File: src/rtl/conv_enc_if.sv
// Handshake bundle for the rate-1/2 convolutional encoder.
// The encoder takes the slave side; the bit source and symbol sink take the master side.
interface conv_enc_if;
    logic       in_valid;
    logic       in_ready;
    logic       in_bit;
    logic       in_last;
    logic       out_valid;
    logic       out_ready;
    logic [1:0] out_sym;
    logic       out_last;

    modport master (
        output in_valid, in_bit, in_last, out_ready,
        input  in_ready, out_valid, out_sym, out_last
    );

    modport slave (
        input  in_valid, in_bit, in_last, out_ready,
        output in_ready, out_valid, out_sym, out_last
    );
endinterface

File: src/rtl/conv_enc.sv
// Rate-1/2 convolutional encoder with zero-tail frame termination.
// Bits in and {p1,p0} symbols out over valid/ready; every frame ends in trellis state 0.
module conv_enc #(
    parameter int unsigned    K  = 4,
    parameter logic [K-1:0]   G0 = 4'b1111,
    parameter logic [K-1:0]   G1 = 4'b1101
) (
    input  logic        clk,
    input  logic        rst,
    input  logic        enable,
    conv_enc_if.slave   bus
);

    localparam int unsigned SW = K - 1;
    localparam int unsigned CW = $clog2(K);

    typedef enum logic [1:0] {
        IDLE = 2'd0,
        DATA = 2'd1,
        TAIL = 2'd2
    } state_t;

    state_t          state_q, state_d;
    logic [SW-1:0]   sr_q, sr_d;
    logic [CW-1:0]   tail_cnt_q, tail_cnt_d;
    logic            out_valid_q, out_valid_d;
    logic [1:0]      out_sym_q, out_sym_d;
    logic            out_last_q, out_last_d;

    logic            slot_free;
    logic            in_ready_c;
    logic            in_acc;
    logic            tail_load;
    logic            last_tail;
    logic            enc_bit;
    logic [K-1:0]    v;
    logic            p0;
    logic            p1;

    // Handshake qualifiers and parity of the bit being loaded this cycle
    always_comb begin
        slot_free  = !out_valid_q || bus.out_ready;
        in_ready_c = enable && (state_q != TAIL) && slot_free;
        in_acc     = bus.in_valid && in_ready_c;
        tail_load  = enable && (state_q == TAIL) && slot_free;
        last_tail  = (tail_cnt_q == CW'(K - 2));
        enc_bit    = (state_q == TAIL) ? 1'b0 : bus.in_bit;
        v          = {enc_bit, sr_q};
        p0         = ^(v & G0);
        p1         = ^(v & G1);
    end

    always_ff @(posedge clk or negedge rst) begin
        if (!rst) begin
            state_q     <= IDLE;
            sr_q        <= '0;
            tail_cnt_q  <= '0;
            out_valid_q <= 1'b0;
            out_sym_q   <= 2'b00;
            out_last_q  <= 1'b0;
        end else begin
            state_q     <= state_d;
            sr_q        <= sr_d;
            tail_cnt_q  <= tail_cnt_d;
            out_valid_q <= out_valid_d;
            out_sym_q   <= out_sym_d;
            out_last_q  <= out_last_d;
        end
    end

    // Next state: everything holds unless a symbol loads or the slot drains
    always_comb begin
        state_d     = state_q;
        sr_d        = sr_q;
        tail_cnt_d  = tail_cnt_q;
        out_valid_d = out_valid_q;
        out_sym_d   = out_sym_q;
        out_last_d  = out_last_q;

        if (!enable) begin
            state_d     = IDLE;
            sr_d        = '0;
            tail_cnt_d  = '0;
            out_valid_d = 1'b0;
            out_sym_d   = 2'b00;
            out_last_d  = 1'b0;
        end else begin
            if (in_acc || tail_load) begin
                out_valid_d = 1'b1;
                out_sym_d   = {p1, p0};
                out_last_d  = tail_load && last_tail;
                sr_d        = {enc_bit, sr_q[SW-1:1]};
            end else if (out_valid_q && bus.out_ready) begin
                out_valid_d = 1'b0;
            end

            unique case (state_q)
                IDLE, DATA: begin
                    if (in_acc) begin
                        if (bus.in_last) begin
                            state_d    = TAIL;
                            tail_cnt_d = '0;
                        end else begin
                            state_d    = DATA;
                        end
                    end
                end
                TAIL: begin
                    if (tail_load) begin
                        if (last_tail) begin
                            state_d    = IDLE;
                            tail_cnt_d = '0;
                        end else begin
                            tail_cnt_d = tail_cnt_q + CW'(1);
                        end
                    end
                end
                default: state_d = IDLE;
            endcase
        end
    end

    assign bus.in_ready  = in_ready_c;
    assign bus.out_valid = out_valid_q;
    assign bus.out_sym   = out_sym_q;
    assign bus.out_last  = out_last_q;

endmodule

File: src/flat_wrapper.sv
// flat-port wrapper written by rule: the top's interface ports become plain ports
module conv_enc_flat 
#(
    parameter int unsigned    K  = 4,
    parameter logic [K-1:0]   G0 = 4'b1111,
    parameter logic [K-1:0]   G1 = 4'b1101
)
  (clk, rst, enable, bus_in_valid, bus_in_bit, bus_in_last, bus_out_ready, bus_in_ready, bus_out_valid, bus_out_sym, bus_out_last);
  conv_enc_if bus_i ();
  input  logic clk;
  input  logic rst;
  input  logic enable;
  input wire logic [$bits(bus_i.in_valid)-1:0] bus_in_valid;
  input wire logic [$bits(bus_i.in_bit)-1:0] bus_in_bit;
  input wire logic [$bits(bus_i.in_last)-1:0] bus_in_last;
  input wire logic [$bits(bus_i.out_ready)-1:0] bus_out_ready;
  output wire logic [$bits(bus_i.in_ready)-1:0] bus_in_ready;
  output wire logic [$bits(bus_i.out_valid)-1:0] bus_out_valid;
  output wire logic [$bits(bus_i.out_sym)-1:0] bus_out_sym;
  output wire logic [$bits(bus_i.out_last)-1:0] bus_out_last;
  assign bus_i.in_valid = bus_in_valid;
  assign bus_i.in_bit = bus_in_bit;
  assign bus_i.in_last = bus_in_last;
  assign bus_i.out_ready = bus_out_ready;
  assign bus_in_ready = bus_i.in_ready;
  assign bus_out_valid = bus_i.out_valid;
  assign bus_out_sym = bus_i.out_sym;
  assign bus_out_last = bus_i.out_last;
  conv_enc #(.K(K), .G0(G0), .G1(G1)) u_core (.clk(clk), .rst(rst), .enable(enable), .bus(bus_i));
endmodule
File: config.mk
export PLATFORM = sky130hd
export DESIGN_NAME = conv_enc_flat
export DESIGN_NICKNAME = d
export VERILOG_FILES = /design/src/rtl/conv_enc_if.sv /design/src/rtl/conv_enc.sv /design/src/flat_wrapper.sv
export SDC_FILE = /design/constraint.sdc
export NUM_CORES = 1
export LEC_CHECK = 0
export BUFFER_PORTS_ARGS = -buffer_cell sky130_fd_sc_hd__buf_2
export CAP_MARGIN = 20
export CORE_UTILIZATION = 45
export DETAILED_ROUTE_END_ITERATION = 10
export GPL_TIMING_DRIVEN = 1
export PLACE_DENSITY = 0.75
export SYNTH_ARGS = -nofsm -noshare
export SYNTH_HDL_FRONTEND = slang
export SYNTH_SLANG_ARGS = --single-unit
File: constraint.sdc
create_clock -name clk -period 1.4 [get_ports clk]
set_input_delay 0.07 -clock clk [delete_from_list [all_inputs] [get_ports clk]]
set_output_delay 0.07 -clock clk [all_outputs]
set_load 0.02 [all_outputs]
==> metrics.md <==
| Metric | Value |
|---|---|
| Clock transition at path regs | `around 0.070 ns` |
| H-tree Lvls | `1` |
| Chip height | `~38 um` |
| Port Buffers | `11` |
| Root Buffer | `clkbuf_4` |
| Post-layout nets | `between 70 and 80` |
| Leak Pwr | `0.315 nW` |
| Largest net degree at the start of global routing | `14` |
| Worst-skew pair later-pin latency | `around 0.26 ns` |
| Fraction of layout cells with a size suffix above 1 | `29.6%` |
| Post-Synth Simple-Gate Area | `between 20% and 30%` |
| Routed wire length | `between 1000 and 1500 um` |
| Core area | `around 1200 um^2` |
| Sequential area share after synthesis | `between 40% and 50%` |
| Post-synth ARST share | `100%` |
| Post-Synth XOR/XNOR Area | `roughly 6.8%` |
| Max Cap Viol | `0` |
| Switching share of total power | `between 20 and 30%` |
| Vias in the first global route | `~410` |
| Most frequent cells in the layout | `11 x buf_2, 11 x dfrtp_1, 7 x o21ai_0` |
| Syn Inst Count | `just under 60` |
| Worst R2R Start | `u_core.state_q[1]$_DFFE_PN0P_` |
| Die ar. | `between 1000 and 1500 um^2` |
| Slew Limit Fails | `0` |
| 1st-pass router iterations | `4` |
| Post-Syn Nets | `65` |
| Clk buf depth | `2` |
| Routability-driven placement congestion ratio | `0.694` |
| Via count | `448` |
| Initial Utilization | `about half` |
| Post-synth EDFFs | `0` |
| Area growth syn-to-layout | `15.8%` |
| Normalized max-slew margin | `81.5%` |
| R2R depth | `4` |
| Initial antenna violation count | `0` |
| Synth Area per Inst | `just over 10 um^2` |
| DP Area | `about 650 um^2` |
| Grt total ovfl | `0` |
| Synth Area in Compound Gates | `between 10% and 20%` |
| Status | `completed` |
| DRC Markers | `0` |
| Arr. time, crit path | `1.49 ns` |
| Synth unique cells | `25` |
| CTS tree | `done` |
| Final core occ | `58.7%` |
| Internal power | `0.000520 W` |
| Mapped Area | `~590 um^2` |
| Total CTS buffers | `3` |
| Post-route ant nets | `0` |
| Hold Path Sink | `u_core.bus.out_valid$_DFFE_PN0P_` |
| Final setup fails | `0` |
| RSZ-0062 raised after global routing | `no` |
| Gr usage total | `a little under a fifth` |
| Main flop type after synthesis | `dfrtp_1` |
| Final hold vios | `0` |
| Switching pwr | `just over 0.0002 W` |
| Clock sink total | `11` |
| DR WL/cell | `between 10 and 15 um` |
| Sequential share of power | `between 40 and 50%` |
| Worst setup EP type | `flop` |
| Pwr Density | `around 1100 nW/um^2` |
| Fin crit share | `a little over 90%` |
| Final Cell Area | `687 um^2` |
| Internal reg-to-reg setup slack | `between 0.1 and 0.15 ns` |
| Min Tclk post-route | `between 1 and 1.5 ns` |
| Top Ports | `12` |
| Initial DRC count | `7` |
| Setup_tns | `0 ns` |
| First-pass GRT wire length | `between 1500 and 2000 um` |
| # rows | `12` |
| Startpoint types | `flop` |
| Clock Power Share | `about 29%` |
| Gate power share | `roughly a fifth` |
| Die width | `about 38 um` |
| Worst min-delay path class | `primary input to flop` |
| Fmax achieved | `between 0.7 and 0.8 GHz` |
| Worst VDD drop | `a little over 0.0006 V` |
| Worst Path Required | `about 1.6 ns` |
| Multiplexer share of the synthesized area | `0%` |
| Dpl hpwl | `approximately 760 um` |
| Main combinational cell family by area after synthesis | `simple AND/OR/NAND/NOR gates` |
| Synthesized flop and latch total | `11` |
| Synth Warn # | `0` |
| Hold path depth | `4` |
| Antenna diodes | `0` |
| Fin Clk Skew | `around 0.0038 ns` |
| Crit-path max FO | `9` |
| Via density | `approximately 5.3` |
| Worst Path Class, Setup | `flop to flop` |
| Hold_sp | `bus_out_ready` |
| Post-CTS setup buffer count | `0` |
| Measured slew at the worst slew-check pin | `0.276 ns` |
| Reg2reg end | `u_core.bus.out_sym[0]$_DFFE_PN0P_` |
| Synth Area in Adders | `0%` |
## sequential cells by signal, indices dropped and copies added (netlist names)
register / count
u_core.bus.out_last: 1
u_core.bus.out_sym: 2
u_core.bus.out_valid: 1
u_core.sr_q: 3
u_core.state_q: 2
u_core.tail_cnt_q: 2
## synthesized netlist by cell type, types with 2 or more instances
cell type,count,area share (%)
dfrtp_1,11,46
o21ai_0,7,5.9
nand3_1,6,5.1
nand2_1,5,3.2
a21boi_0,2,2.5
buf_2,2,1.7
inv_1,2,1.3
nand2b_1,2,2.1
nand4b_1,2,3.0
nor2_1,2,1.3
nor2b_1,2,2.1
xnor2_1,2,3.0
## layer usage
layer / GRT usage (%) / routed length, um
met3: 3.49 / 46
met5: 0 / 0
met2: 25.8 / 477
met1: 24.4 / 534
met4: 13.4 / 11
## through the flow
stage / cells / worst slack (ns) / hold WS (ns) / total power, W
2_1_floorplan: 58 / 0.146 / -0.226 / 0.000470
3_3_place_gp: 80 / 0.172 / -0.0485 / 0.000510
3_5_place_dp: 80 / 0.130 / -0.0470 / 0.000512
4_1_cts: 85 / 0.102 / 0.0949 / 0.000726
5_1_grt: 85 / 0.0506 / 0.126 / 0.000768
6_report: 85 / 0.103 / 0.0944 / 0.000722
## logic make-up (layout without fill, tap and decap cells)
family	count (synthesis)	count (layout)
AND/OR/NAND/NOR	24	24
buffers and inverters	6	19
XOR/XNOR	3	3
AO/OA/AOI/OAI	14	14
flip-flops	11	11
## power by group through the flow
| stage | Combinational, W | Sequential, W | Clock (W) |
|---|---|---|---|
| after floorplan | 0.0000944 | 0.000376 | 0 |
| after global placement | 0.000147 | 0.000363 | 0 |
| after detailed placement | 0.000148 | 0.000364 | 0 |
| after CTS | 0.000151 | 0.000358 | 0.000216 |
| after global routing | 0.000167 | 0.000363 | 0.000239 |
| final | 0.000150 | 0.000359 | 0.000213 |
## worst max path at each step
stage | startpoint | end | slack, ns
CTS | u_core.bus.out_valid$_DFFE_PN0P_ | bus_in_ready | 0.10
global route | u_core.state_q[1]$_DFFE_PN0P_ | u_core.bus.out_sym[0]$_DFFE_PN0P_ | 0.05
finish | u_core.state_q[1]$_DFFE_PN0P_ | u_core.bus.out_sym[0]$_DFFE_PN0P_ | 0.10
floorplan | u_core.state_q[1]$_DFFE_PN0P_ | u_core.bus.out_sym[0]$_DFFE_PN0P_ | 0.15
detailed placement | u_core.state_q[1]$_DFFE_PN0P_ | u_core.bus.out_sym[0]$_DFFE_PN0P_ | 0.13
global placement | u_core.state_q[0]$_DFFE_PN0P_ | u_core.bus.out_sym[0]$_DFFE_PN0P_ | 0.17
## area by class of cell
cell class | count | area, um^2
clock buffer | 4 | 26.3
fill | 108 | 484
inverter | 2 | 7.51
multi-input combinational | 41 | 288
sequential | 11 | 275
tap | 14 | 17.5
timing repair buffer | 13 | 72.6
## critical path, stage by stage (launching register included)
cell      delay, ns
dfrtp_1        0.38
nor2b_4        0.25
nand2b_4       0.18
xnor3_1        0.31
o21ai_2        0.11
## timing repair
item                       CTS  global route
hold endpoints to repair    11             0
gates resized for setup      0             1
setup endpoints to repair    0             1
hold buffers                 1             0
No activity file was read; power rests on OpenSTA's default activity.
